<file path="src/rtl/fp_add_arbiter.sv">
// ---------------------------------------------------------------------------
// fp_add_arbiter
//
// Round-robin scheduler sharing one pipelined fp32 adder among N_REQ
// requesters. At most one request is granted per cycle. The granted
// operands go straight to the adder. A LAT-deep tag pipeline carries the
// requester ID alongside each operation, so the adder result returns to the
// requester that issued it, in issue order.
//
// Parameters
//   N_REQ  number of requesters (>= 2)
//   LAT    adder latency in cycles, add_en -> add_sum (>= 1)
//
// Ports
//   clk        rising-edge clock
//   rst        synchronous, active-high reset
//   hold       suppresses new grants; in-flight operations still retire
//   req_valid  per-requester request flag
//   req_a/b    packed operands, requester i at [32i+31:32i]
//   req_ready  one-hot grant (combinational, same cycle as the request)
//   add_en     issue strobe to the adder
//   add_a/b    operands of the granted requester, 0 when idle
//   add_sum    adder result, valid LAT cycles after add_en
//   rsp_valid  one-hot retire strobe
//   rsp_id     binary ID of the retiring requester, 0 when idle
//   rsp_sum    add_sum while retiring, else 0
//   inflight   issued but not yet retired operations
//   busy       inflight != 0
// ---------------------------------------------------------------------------
module fp_add_arbiter #(
  parameter  int N_REQ = 4,
  parameter  int LAT   = 5,
  localparam int ID_W  = $clog2(N_REQ),
  localparam int CNT_W = $clog2(LAT + 1)
) (
  input  logic                 clk,
  input  logic                 rst,
  input  logic                 hold,
  input  logic [N_REQ-1:0]     req_valid,
  input  logic [N_REQ*32-1:0]  req_a,
  input  logic [N_REQ*32-1:0]  req_b,
  output logic [N_REQ-1:0]     req_ready,
  output logic                 add_en,
  output logic [31:0]          add_a,
  output logic [31:0]          add_b,
  input  logic [31:0]          add_sum,
  output logic [N_REQ-1:0]     rsp_valid,
  output logic [ID_W-1:0]      rsp_id,
  output logic [31:0]          rsp_sum,
  output logic [CNT_W-1:0]     inflight,
  output logic                 busy
);

  logic [ID_W-1:0]  rr_ptr;
  logic [ID_W-1:0]  cand;
  logic             gnt;
  logic [ID_W-1:0]  gnt_id;

  logic [LAT-1:0]   tag_v;
  logic [ID_W-1:0]  tag_id [LAT];
  logic             retire;
  logic             rsp_live;

  // -------------------------------------------------------------------------
  // Arbitration: scan from rr_ptr and wrap. The first valid requester wins.
  // -------------------------------------------------------------------------
  // NOTE: every signal written here gets a default before the search, so the
  // block is purely combinational and no latch is inferred.
  always_comb begin
    gnt    = 1'b0;
    gnt_id = '0;
    cand   = '0;
    if (!rst && !hold) begin
      for (int off = 0; off < N_REQ; off++) begin
        cand = ID_W'((int'(rr_ptr) + off) % N_REQ);
        if (!gnt && req_valid[cand]) begin
          gnt    = 1'b1;
          gnt_id = cand;
        end
      end
    end
  end

  always_comb begin
    req_ready = gnt ? (N_REQ'(1) << gnt_id) : '0;
    add_en    = gnt;
    add_a     = gnt ? req_a[32*gnt_id +: 32] : '0;
    add_b     = gnt ? req_b[32*gnt_id +: 32] : '0;
  end

  // -------------------------------------------------------------------------
  // Round-robin pointer: after a grant it moves one past the winner.
  // Without a grant (including while held) it stays where it is.
  // -------------------------------------------------------------------------
  // NOTE: sequential state uses non-blocking assignments. All registers then
  // update together at the edge, whatever order the blocks are evaluated in.
  always_ff @(posedge clk) begin
    if (rst) begin
      rr_ptr <= '0;
    end else if (gnt) begin
      rr_ptr <= (gnt_id == ID_W'(N_REQ - 1)) ? '0 : gnt_id + ID_W'(1);
    end
  end

  // -------------------------------------------------------------------------
  // Tag pipeline mirrors the adder: stage LAT-1 lines up with add_sum.
  // -------------------------------------------------------------------------
  always_ff @(posedge clk) begin
    if (rst) begin
      tag_v <= '0;
    end else begin
      tag_v[0] <= gnt;
      for (int k = 1; k < LAT; k++) tag_v[k] <= tag_v[k-1];
    end
  end

  // NOTE: the ID stages are deliberately left out of reset. They are only
  // observed through their valid bit, and that bit is cleared.
  always_ff @(posedge clk) begin
    tag_id[0] <= gnt_id;
    for (int k = 1; k < LAT; k++) tag_id[k] <= tag_id[k-1];
  end

  assign retire   = tag_v[LAT-1];
  // While rst is high the response side is forced quiet as well.
  assign rsp_live = retire && !rst;

  always_comb begin
    rsp_valid = rsp_live ? (N_REQ'(1) << tag_id[LAT-1]) : '0;
    rsp_id    = rsp_live ? tag_id[LAT-1] : '0;
    rsp_sum   = rsp_live ? add_sum : '0;
  end

  // -------------------------------------------------------------------------
  // In-flight counter. Issue and retire in the same cycle cancel out.
  // The tag pipeline holds at most LAT entries, so the count cannot exceed LAT.
  // -------------------------------------------------------------------------
  always_ff @(posedge clk) begin
    if (rst) begin
      inflight <= '0;
    end else begin
      case ({gnt, retire})
        2'b10:   inflight <= inflight + CNT_W'(1);
        2'b01:   inflight <= inflight - CNT_W'(1);
        default: inflight <= inflight;
      endcase
    end
  end

  assign busy = !rst && (inflight != '0);

endmodule

</file>
<file path="config.mk">
export PLATFORM = sky130hd
export DESIGN_NAME = fp_add_arbiter
export DESIGN_NICKNAME = d
export VERILOG_FILES = /design/src/rtl/fp_add_arbiter.sv
export SDC_FILE = /design/constraint.sdc
export NUM_CORES = 1
export LEC_CHECK = 0
export CORE_AREA = 2 2 158 160
export CTS_CLUSTER_DIAMETER = 100
export DETAILED_ROUTE_END_ITERATION = 7
export DIE_AREA = 0 0 160 162
export SYNTH_ARGS = -nofsm -noshare
export SYNTH_HDL_FRONTEND = slang
export SYNTH_SLANG_ARGS = --single-unit
export TNS_END_PERCENT = 10
</file>
<file path="constraint.sdc">
create_clock -name clk -period 1.9 [get_ports clk]
set_input_delay 0.285 -clock clk [delete_from_list [all_inputs] [get_ports clk]]
set_output_delay 0.285 -clock clk [all_outputs]
set_load 0.02 [all_outputs]
</file>
# After elaboration in Yosys (flattened, before gate mapping)
# Memories as Yosys holds them, arrays and structs flattened.
# Index checks and enable logic that the tools add are counted.
# totals
memories	1
ff_bits	10
ram_bits	10
out_inout_bits	111
in_bits	295
# mem_list
memory	words	width	read_ports	rd_ports_with_merged_regs	wr	line	rtl
tag_id	5	2	5	0	5	60	logic [ID_W-1:0] tag_id [LAT];
# op_classes
n_addsub	6
n_lt_le_gt_ge	4
n_shift	4
n_mux	29
n_reduce_logical	13
n_eq_ne	3
# ops
operator	n
$shiftx 128x8->32	2
$mux 32	3
$mux 2	7
$lt 2x3->1 const B	4
$mux 1	12
$bmux 1 s2	4
$mux 4	2
$shl 1x2->4 const A	2
$logic_and 1x1->1	6
$pmux 3 s2	1
$logic_not 1->1	5
$add 2x1->2 const B	2
$add 2x2->2 const B	2
$eq 2x2->1 const B	2
$add 3x1->3 const B	1
$reduce_bool 3->1	1
$sub 3x1->3 const B	1
$eq 2x1->1 const B	1
$reduce_bool 2->1	1

# Depth between registers and ports, before layout
# Gate-level depths: netlist of the first run.
# logic_depth
word_depth	18
ltp_mapped	11
depth_no_buf	9

# Least setup slack after synthesis of the first run
# Ideal clock, no wire load.
# synth_path
kind	flip-flop to output port
startpoint	register rr_ptr[0]
endpoint	output port add_b[10]
path_stages_with_launch	7
arrival_time_ns	1.985
path_buffers	2
setup_slack_ns	-0.370
path_cell_list	dfxtp_1 > nor3b_1 > a21o_1 > buf_6 > buf_2 > mux2_2 > mux2i_1
# synth_via
elab_chain_cells	18
elab_cells_between_ends	32
cone_classes	add/sub (3); shift (1); mux (22); reduce/logical (6)
# synth_lines
item	line	rtl
start, declared	54	logic [ID_W-1:0] rr_ptr;
start signal, assigned	101	rr_ptr <= (gnt_id == ID_W'(N_REQ - 1)) ? '0 : gnt_id + ID_W'(1);
$bmux 1 s2	76	if (!gnt && req_valid[cand]) begin
$mux 1 (not written as such)	76	
$mux 1	76	
$mux 1	73	if (!rst && !hold) begin
$logic_not 1->1	76	
$logic_and 1x1->1	76	
$mux 1	76	
$mux 1	73	
[... 2 more ...]	--	
$mux 1	76	
$mux 1	73	
$logic_not 1->1	76	
$logic_and 1x1->1	76	
$mux 2	76	
$mux 2	73	
$shiftx 128x8->32	88	add_b = gnt ? req_b[32*gnt_id +: 32] : '0;
$mux 32 (*)	88	
end, declared	45	output logic [31:0] add_b,
# Mark *: on every way between the ends. The rest lies on a longest branch, timed or not. The select of a mux whose other input is x is not followed.

# Worst setup path after layout of the first run
# layout_path
startpoint	register rr_ptr[0]
endpoint	output port add_b[26]
# Same word-level chain as after synthesis.

==> results.txt, run 1 <==
* Vias after detailed routing: 5371
- Max-cap violation count: 0
- The worst setup path is captured at an output pin.
- Placement-stage cell area: 0.00903 mm²
* Port bufs: 405
- Setup repair after global routing missed its margin: yes
- Dividing total power by cell area gives a power density of 336 mW/mm².
* Result of the run: complete, but fails checks
* Clk Tree Root Cell: clkbuf_16
* Least setup slack across all paths after layout: -0.560 ns
- Yosys printed 0 warnings.
- Latest clock arrival within the worst-skew pair: 0.25 ns
- The internal power of the cells totals 0.00222 W.
* Final hold vios: 0
- Number of slew-limit violations in the final report: 0
- The synthesized netlist contains 36 unique library cells.
- Measured against its own limit, the worst slew margin works out to 0.793.
* Number of standard cells after synthesis: 486
- Floorplan die height: 162 µm
* Final #Nets: 1229
- In the final layout, the share of cells above drive strength 1 is 0.409.
- Register share of total power: 0.134
- Maximum number of pins on one net before global-route repair: 45
* Highest attainable clock frequency: 407 MHz
- The number of cells on the worst reg-to-reg path is 10.
- Total clock buffers created by CTS: 3
* Pre-Repair DR Iteration Count: 4
- Via count of the first global-routing pass: 5596
- For the pin with the worst max-slew slack, the measured transition is 0.311 ns.
* Avg Inst Size Synth: 7.51 µm²
- Of the total power, the share spent switching nets is 0.345.
* Worst Clk Skew: 0.00114 ns
* DR DRC count: 0
- Worst-path fanout max: 21
- WL/cell: 17.6 µm
- Final setup fails: 70
* Data arrival time of the worst path: 2.17 ns
- Of the total power, combinational logic draws 0.726.
- After synthesis the netlist holds a flip-flop and latch count of 20.
* Global placement routability congestion: 0.757
- The longest clock path from root to sink contains 2 buffers.
- Core box area: 0.0241 mm²
- Clock Power Share: 0.140
* Antenna cell count: 0
* Element type at the critical path start: register
* DRC marker count from the first detailed-route iteration: 190
- For this run, the share of the core covered by cells in the final layout is 0.417.
- Detailed-placement wirelength estimate: 15300 µm
- Aggregate global-route resource usage: 0.152
* GR Overflow Total: 0
- After detailed routing, the number of vias per cell comes to 4.29.
* Post-route ant nets: 0
* WHS Path Cells: 0
- Leakage power summed over all cells: 3.97 nW
* Number of buffers inserted by hold repair at cts: 0
* Minimum clock period: 2.46 ns
* Net count of the mapped netlist: 787
* Type of the tightest min-delay check: register to register
* CTS tree: done
* Chip width: 160 µm
* Die area: 0.0259 mm²
- The routed design has 22000 µm of wire.
- The initialized floorplan defines 57 standard-cell rows.
- Type of the setup path with the least slack: register to output pin
* Area growth syn-to-layout: 176%
- With fillers left out, the area of the finished cells amounts to 0.0101 mm².
- Post-Place Setup Slack: -1.34 ns
- The checks that failed: setup timing.
- The number of antenna violations at the first check in global routing came to 0.
* Num ports: 406
* Portion of the post-synthesis area used by sequential elements: 0.110
* Wire length of the first global-routing pass: 31200 µm
- Summed over all nets, the switching power comes to 0.00117 W.
- For this configuration, the core starts out at a cell density of 0.151.
* Critical Path RT: 1.62 ns
- IR analysis of the VDD net gives a maximum drop of 0.317 mV.
* Number of H-tree branching levels: 1
- Across all hold checks on the routed design, the worst slack comes to 0.326 ns.
- For this design, the sink count on the clock tree is 20.
- Post-synth design cell area: 0.00365 mm²
* Clk pin slew, worst setup/hold paths: 0.06 ns
- Of the available clock period, the critical path in the final layout requires 1.29.
==> cell usage after synthesis, drive strengths merged <==
cell / count / share of area
a21o: 1 / 0.0021
buf: 36 / 0.064
and3b: 1 / 0.0024
mux2: 64 / 0.20
o21ai: 3 / 0.0041
a22oi: 65 / 0.13
clkinv: 1 / 0.0014
fa: 1 / 0.0055
nor2b: 6 / 0.010
and2: 38 / 0.065
xor2: 2 / 0.0048
mux2i: 64 / 0.18
o221ai: 2 / 0.0048
ha: 5 / 0.017
a2bb2o: 1 / 0.0027
a211oi: 2 / 0.0075
a21oi: 4 / 0.0055
nand3b: 1 / 0.0021
nor3: 2 / 0.0027
nand2: 128 / 0.13
dfxtp: 20 / 0.11
nand2b: 1 / 0.0017
nor3b: 2 / 0.0041
or3: 1 / 0.0017
a211o: 1 / 0.0048
clkbuf: 11 / 0.011
inv: 9 / 0.0093
o211ai: 1 / 0.0021
o21a: 1 / 0.0021
nor2: 11 / 0.011
and3: 1 / 0.0017
==> cell usage in the layout, fill, tap and decap left out, drive strengths merged, types with 5 or more instances in the layout <==
master	n
a22oi	65
dfxtp	20
clkdlybuf4s50	292
mux2i	64
inv	10
clkbuf	23
buf	167
nand2	128
mux2	64
nor2	11
and2	38
ha	5
nor2b	6
==> critical path, stage by stage (launching register included) <==
cell and delay [ns]:
dfxtp_4 0.37, buf_12 0.13, o221ai_4 0.24, a21o_4 0.25, buf_12 0.22, mux2_2 0.39, mux2i_4 0.13, buf_2 0.18
==> flip-flops by register name, summed over array words and instances (netlist names) <==
name      count
rr_ptr        2
tag_v         5
tag_id       10
inflight      3
==> metal layers <==
metal  wire (µm)  vias up  GRT usage
li1            -     2604          -
met1        9320     2507      0.183
met2       10900      249      0.287
met3        1560       11     0.0332
met4         148        0     0.0164
met5           0        -          0
==> logic make-up after synthesis <==
group	count (synthesis)	synth area share
AO/OA/AOI/OAI	81	0.169
flip-flops	20	0.110
multiplexers	128	0.373
adder cells (fa/ha/maj)	6	0.0226
buffers and inverters	57	0.0857
AND/OR/NAND/NOR	192	0.235
XOR/XNOR	2	0.00480
==> power by group through the flow <==
stage / sequential [W] / combinational (W) / clock, W
after global routing: 0.000454 / 0.00260 / 0.000511
after floorplan: 0.000462 / 0.00103 / 0
after global placement: 0.000461 / 0.00210 / 0
final: 0.000452 / 0.00246 / 0.000473
after detailed placement: 0.000462 / 0.00211 / 0
after CTS: 0.000453 / 0.00235 / 0.000486
==> worst paths after layout <==
| kind | from | end | slack, ns |
|---|---|---|---|
| setup / recovery | rr_ptr[0] | add_b[26] | -0.56 |
| hold / removal | tag_id[0][3] | tag_id[0][5] | 0.33 |
| setup reg to reg | rr_ptr[0] | rr_ptr[1] | -0.14 |
| hold reg to reg | tag_id[0][3] | tag_id[0][5] | 0.33 |
==> final cells by class <==
class | instances | area, µm²
Fill cell | 2433 | 14000
Clock buffer | 4 | 88.8
Multi-Input combinational cell | 409 | 3990
Timing Repair Buffer | 484 | 5120
Sequential cell | 20 | 408
Inverter | 10 | 50.0
Tap cell | 324 | 405
==> through the flow <==
stage / cells / TNS [ns] / power [W]
floorplan: 486 / -0.175 / 0.00150
global placement: 1209 / -106.88 / 0.00256
detailed placement: 1209 / -107.85 / 0.00258
CTS: 1239 / -29.24 / 0.00329
finish: 1251 / -32.88 / 0.00338
global route: 1251 / -38.87 / 0.00356
==> timing repair <==
action,CTS,global route
endpoints found under the setup margin,113,106
pin swaps,20,13
cloned,9,4
gates resized for setup,558,98
setup buffers,17,10
Note: power is estimated with default switching activity, not from simulation.
==> inputs of run 2 (changes only) <==
--- a/config.mk
+++ b/config.mk
@@ -8,4 +8,5 @@
 export CORE_AREA = 2 2 158 160
 export CTS_CLUSTER_DIAMETER = 100
+export CTS_CLUSTER_SIZE = 14
 export DETAILED_ROUTE_END_ITERATION = 7
 export DIE_AREA = 0 0 160 162
==> constraint.sdc (replaced) <==
create_clock -name clk -period 1.9 [get_ports clk]
set_input_delay 0.38 -clock clk [delete_from_list [all_inputs] [get_ports clk]]
set_output_delay 0.38 -clock clk [all_outputs]
set_load 0.02 [all_outputs]
==> results.txt, run 2 (synthesis results as in run 1) <==
- Latest clock arrival within the worst-skew pair: 0.24 ns (about the same)
- STA classifies the critical path startpoint as a primary input.
- Library cell appearing most often on the critical path: buf_6
- DRC marker count from the first detailed-route iteration: 209 (+10%)
- WL/cell: 16.9 µm (-3.7%)
- Post-Place Cells: 1212 (+0.25%)
* Setup repair after global routing missed its margin: yes
- The overall power is 0.00336 W (-0.57%).
- Minimum clock period: 2.49 ns (+0.0330 ns)
- DR DRC count: 0 (unchanged)
- The number of buffers created by CTS is 3 (unchanged).
- Number of H-tree branching levels: 1 (unchanged)
- Initial antenna violation count: 0 (unchanged)
- Number of slew-limit violations in the final report: 0 (unchanged)
- The data required time of the critical path was 1.52 ns (-0.10 ns).
* Core box area: 0.0241 mm² (unchanged)
- The largest individual stage delay along the critical path comes from the cell o211ai_1.
- Detailed-placement wirelength estimate: 15700 µm (+2.9%)
* Number of buffers on the longest clock path: 2 (unchanged)
- The filler-free cell count of the finished design came to 1263 (+0.96%).
- The total track usage came to 0.157 (+0.00472).
- Power per standard cell area: 329 mW/mm² (-2.0%)
- Final setup fails: 70 (unchanged)
- The total negative setup slack was -34.35 ns (-1.47 ns).
- TritonCTS built the clock tree.
- The achievable clock frequency is 401 MHz (-1.3%).
- Row count: 57 (unchanged)
- Leakage power summed over all cells: 4.07 nW (+2.6%)
- Leading cell types in the layout, fill and taps excluded: 292 x clkdlybuf4s50_1, 128 x nand2_1, 65 x buf_6
* VDD IR max: 0.429 mV (+35%)
- The count of clock tree sinks is 20 (unchanged).
* Number of buffers inserted by hold repair at cts: 0 (unchanged)
- The area growth from synthesis to layout is 180%.
* Floorplan die height: 162 µm (unchanged)
- The run finished, with violations left.
* Share of final-layout standard cells stronger than drive strength 1: 0.416 (+0.00755)
- The number of global-route vias before repair came to 5741 (+2.6%).
- GR Overflow Total: 0 (unchanged)
- Final routed wirelength across all metal layers: 21400 µm (-2.7%)
* Most flop-heavy register: tag_id
- The biggest cell delay along the critical path came to 0.27 ns (-0.12 ns).
- Worst Max-Slew Pin Slew: 0.314 ns (+0.00274 ns)
- Number of fillers in the final layout: 2434 (+0.041%)
- The width of the chip was 160 µm (unchanged).
- Wire length of the first global-routing pass: 32200 µm (+3.0%)
- Area of all placed cells without fillers: 0.0102 mm² (+1.5%)
- Period utilization: 1.31 (+0.0174)
- Least setup slack across all paths after layout: -0.593 ns (-0.0330 ns)
- Vias after detailed routing: 5343 (-0.52%)
- Die area: 0.0259 mm² (unchanged)
* Initial cell density of the core: 0.151 (unchanged)
* Type of the setup path with the least slack: primary input to output pin
* Max-cap violation count: 0 (unchanged)
* Maximum number of pins on one net before global-route repair: 36 (-20%)
* Number of vias per cell after detailed routing: 4.23 (-1.5%)
- Type of the tightest min-delay check: register to register
- Clk pin slew, worst setup/hold paths: 0.05 ns (about the same)
* Final #Nets: 1242 (+1.1%)
- The global placer's final weighted congestion came to 0.812 (+7.3%).
- Failing checks: setup timing
* Placement-stage cell area: 0.00912 mm² (+1.0%)
- The maximum clock skew at final layout is 0.00139 ns (+0.000247 ns).
* Cell chain of the critical path: buf_6, buf_6, nand2b_4, a21oi_2, o21a_1, o211ai_1, buf_4, buf_16, buf_8, buf_6, mux2i_4, buf_6
* Pre-Repair DR Iteration Count: 4 (unchanged)
* Worst hold-check slack: 0.324 ns (-0.00221 ns)
- The count of boundary I/O pins came to 406 (unchanged).
- Leaving out fill and tap cells, the most frequent cell in the layout is clkdlybuf4s50_1.
- The number of hold-slack violations in the final timing report is 0 (unchanged).
- Data arrival time of the worst path: 2.11 ns (-0.06 ns)
- Port bufs: 405 (unchanged)
- Largest registers: tag_id: 10 flops, tag_v: 5 flops, inflight: 3 flops
- The tree is rooted in a clkbuf_16.
* Antenna cell count: 0 (unchanged)
- STA classifies the critical path endpoint as an output pin.
- Post-route ant nets: 0 (unchanged)
- Worst-path fanout max: 8 (-62%)
* Worst slew slack as a fraction of its limit: 0.791 (-0.00182)
- The flip-flop count of the largest register, all copies and words added was 10 (unchanged).
## run 2: cell count changes in the layout (fill, tap and decap cells not counted), sizes merged
cell           before  now
buf               167  190
bufbuf              0    1
clkbuf             23   13
clkdlybuf4s15       3    0
dlygate4sd2         3    4
## run 2: final cells by class
cell class | instances | area, µm² | area share
repair buffers | 497 | 5300 | 0.519
flip-flops and latches | 20 | 408 | 0.0400
well taps | 324 | 405 | 0.0397
multi-input cells | 409 | 3970 | 0.389
clock buffers | 3 | 75.1 | 0.00735
inverters | 10 | 50.0 | 0.00490
## run 2: timing repair
item | CTS | global route
buffers inserted | 33 | 4
resized for setup | 583 | 86
cloned | 12 | 0
endpoints found under the hold margin | 0 | 0
endpoints found under the setup margin | 114 | 102
pin swaps | 10 | 18
## run 2: path summary, 6_finish.rpt
kind / start / end / slack, ns / depth (start not counted)
setup / recovery: req_valid[1] / add_a[28] / -0.59 / 12
hold / removal: tag_id[0][6] / tag_id[0][8] / 0.32 / 0
setup reg to reg: rr_ptr[0] / rr_ptr[0] / -0.21 / 13
hold reg to reg: tag_id[0][6] / tag_id[0][8] / 0.32 / 0
## run 2: per-stage QoR
step                      worst slack [ns]   util
after floorplan                     -0.210      -
after global placement               -1.52  0.378
after detailed placement             -1.55  0.378
after CTS                           -0.622  0.420
after global routing                -0.686  0.424
final                               -0.593  0.424
## run 2: critical path, delay by kind of cell
family / cells / cell delay (ns)
multiplexers: 1 / 0.22
AO/OA/AOI/OAI: 3 / 0.49
AND/OR/NAND/NOR: 1 / 0.07
buffers and inverters: 7 / 0.95
## run 2: power by group
group          internal, W  switching, W
logic              0.00151      0.000991
clock network     0.000277      0.000136
registers         0.000438     0.0000133
total              0.00222       0.00114
## run 2: per-layer routing
metal | track usage | part of all wire | vias up
met1 | 0.179 | 0.39 | 2441
met3 | 0.0411 | 0.079 | 21
li1 | - | - | 2624
met2 | 0.296 | 0.52 | 257
met4 | 0.0295 | 0.014 | 0
met5 | 0 | 0 | -
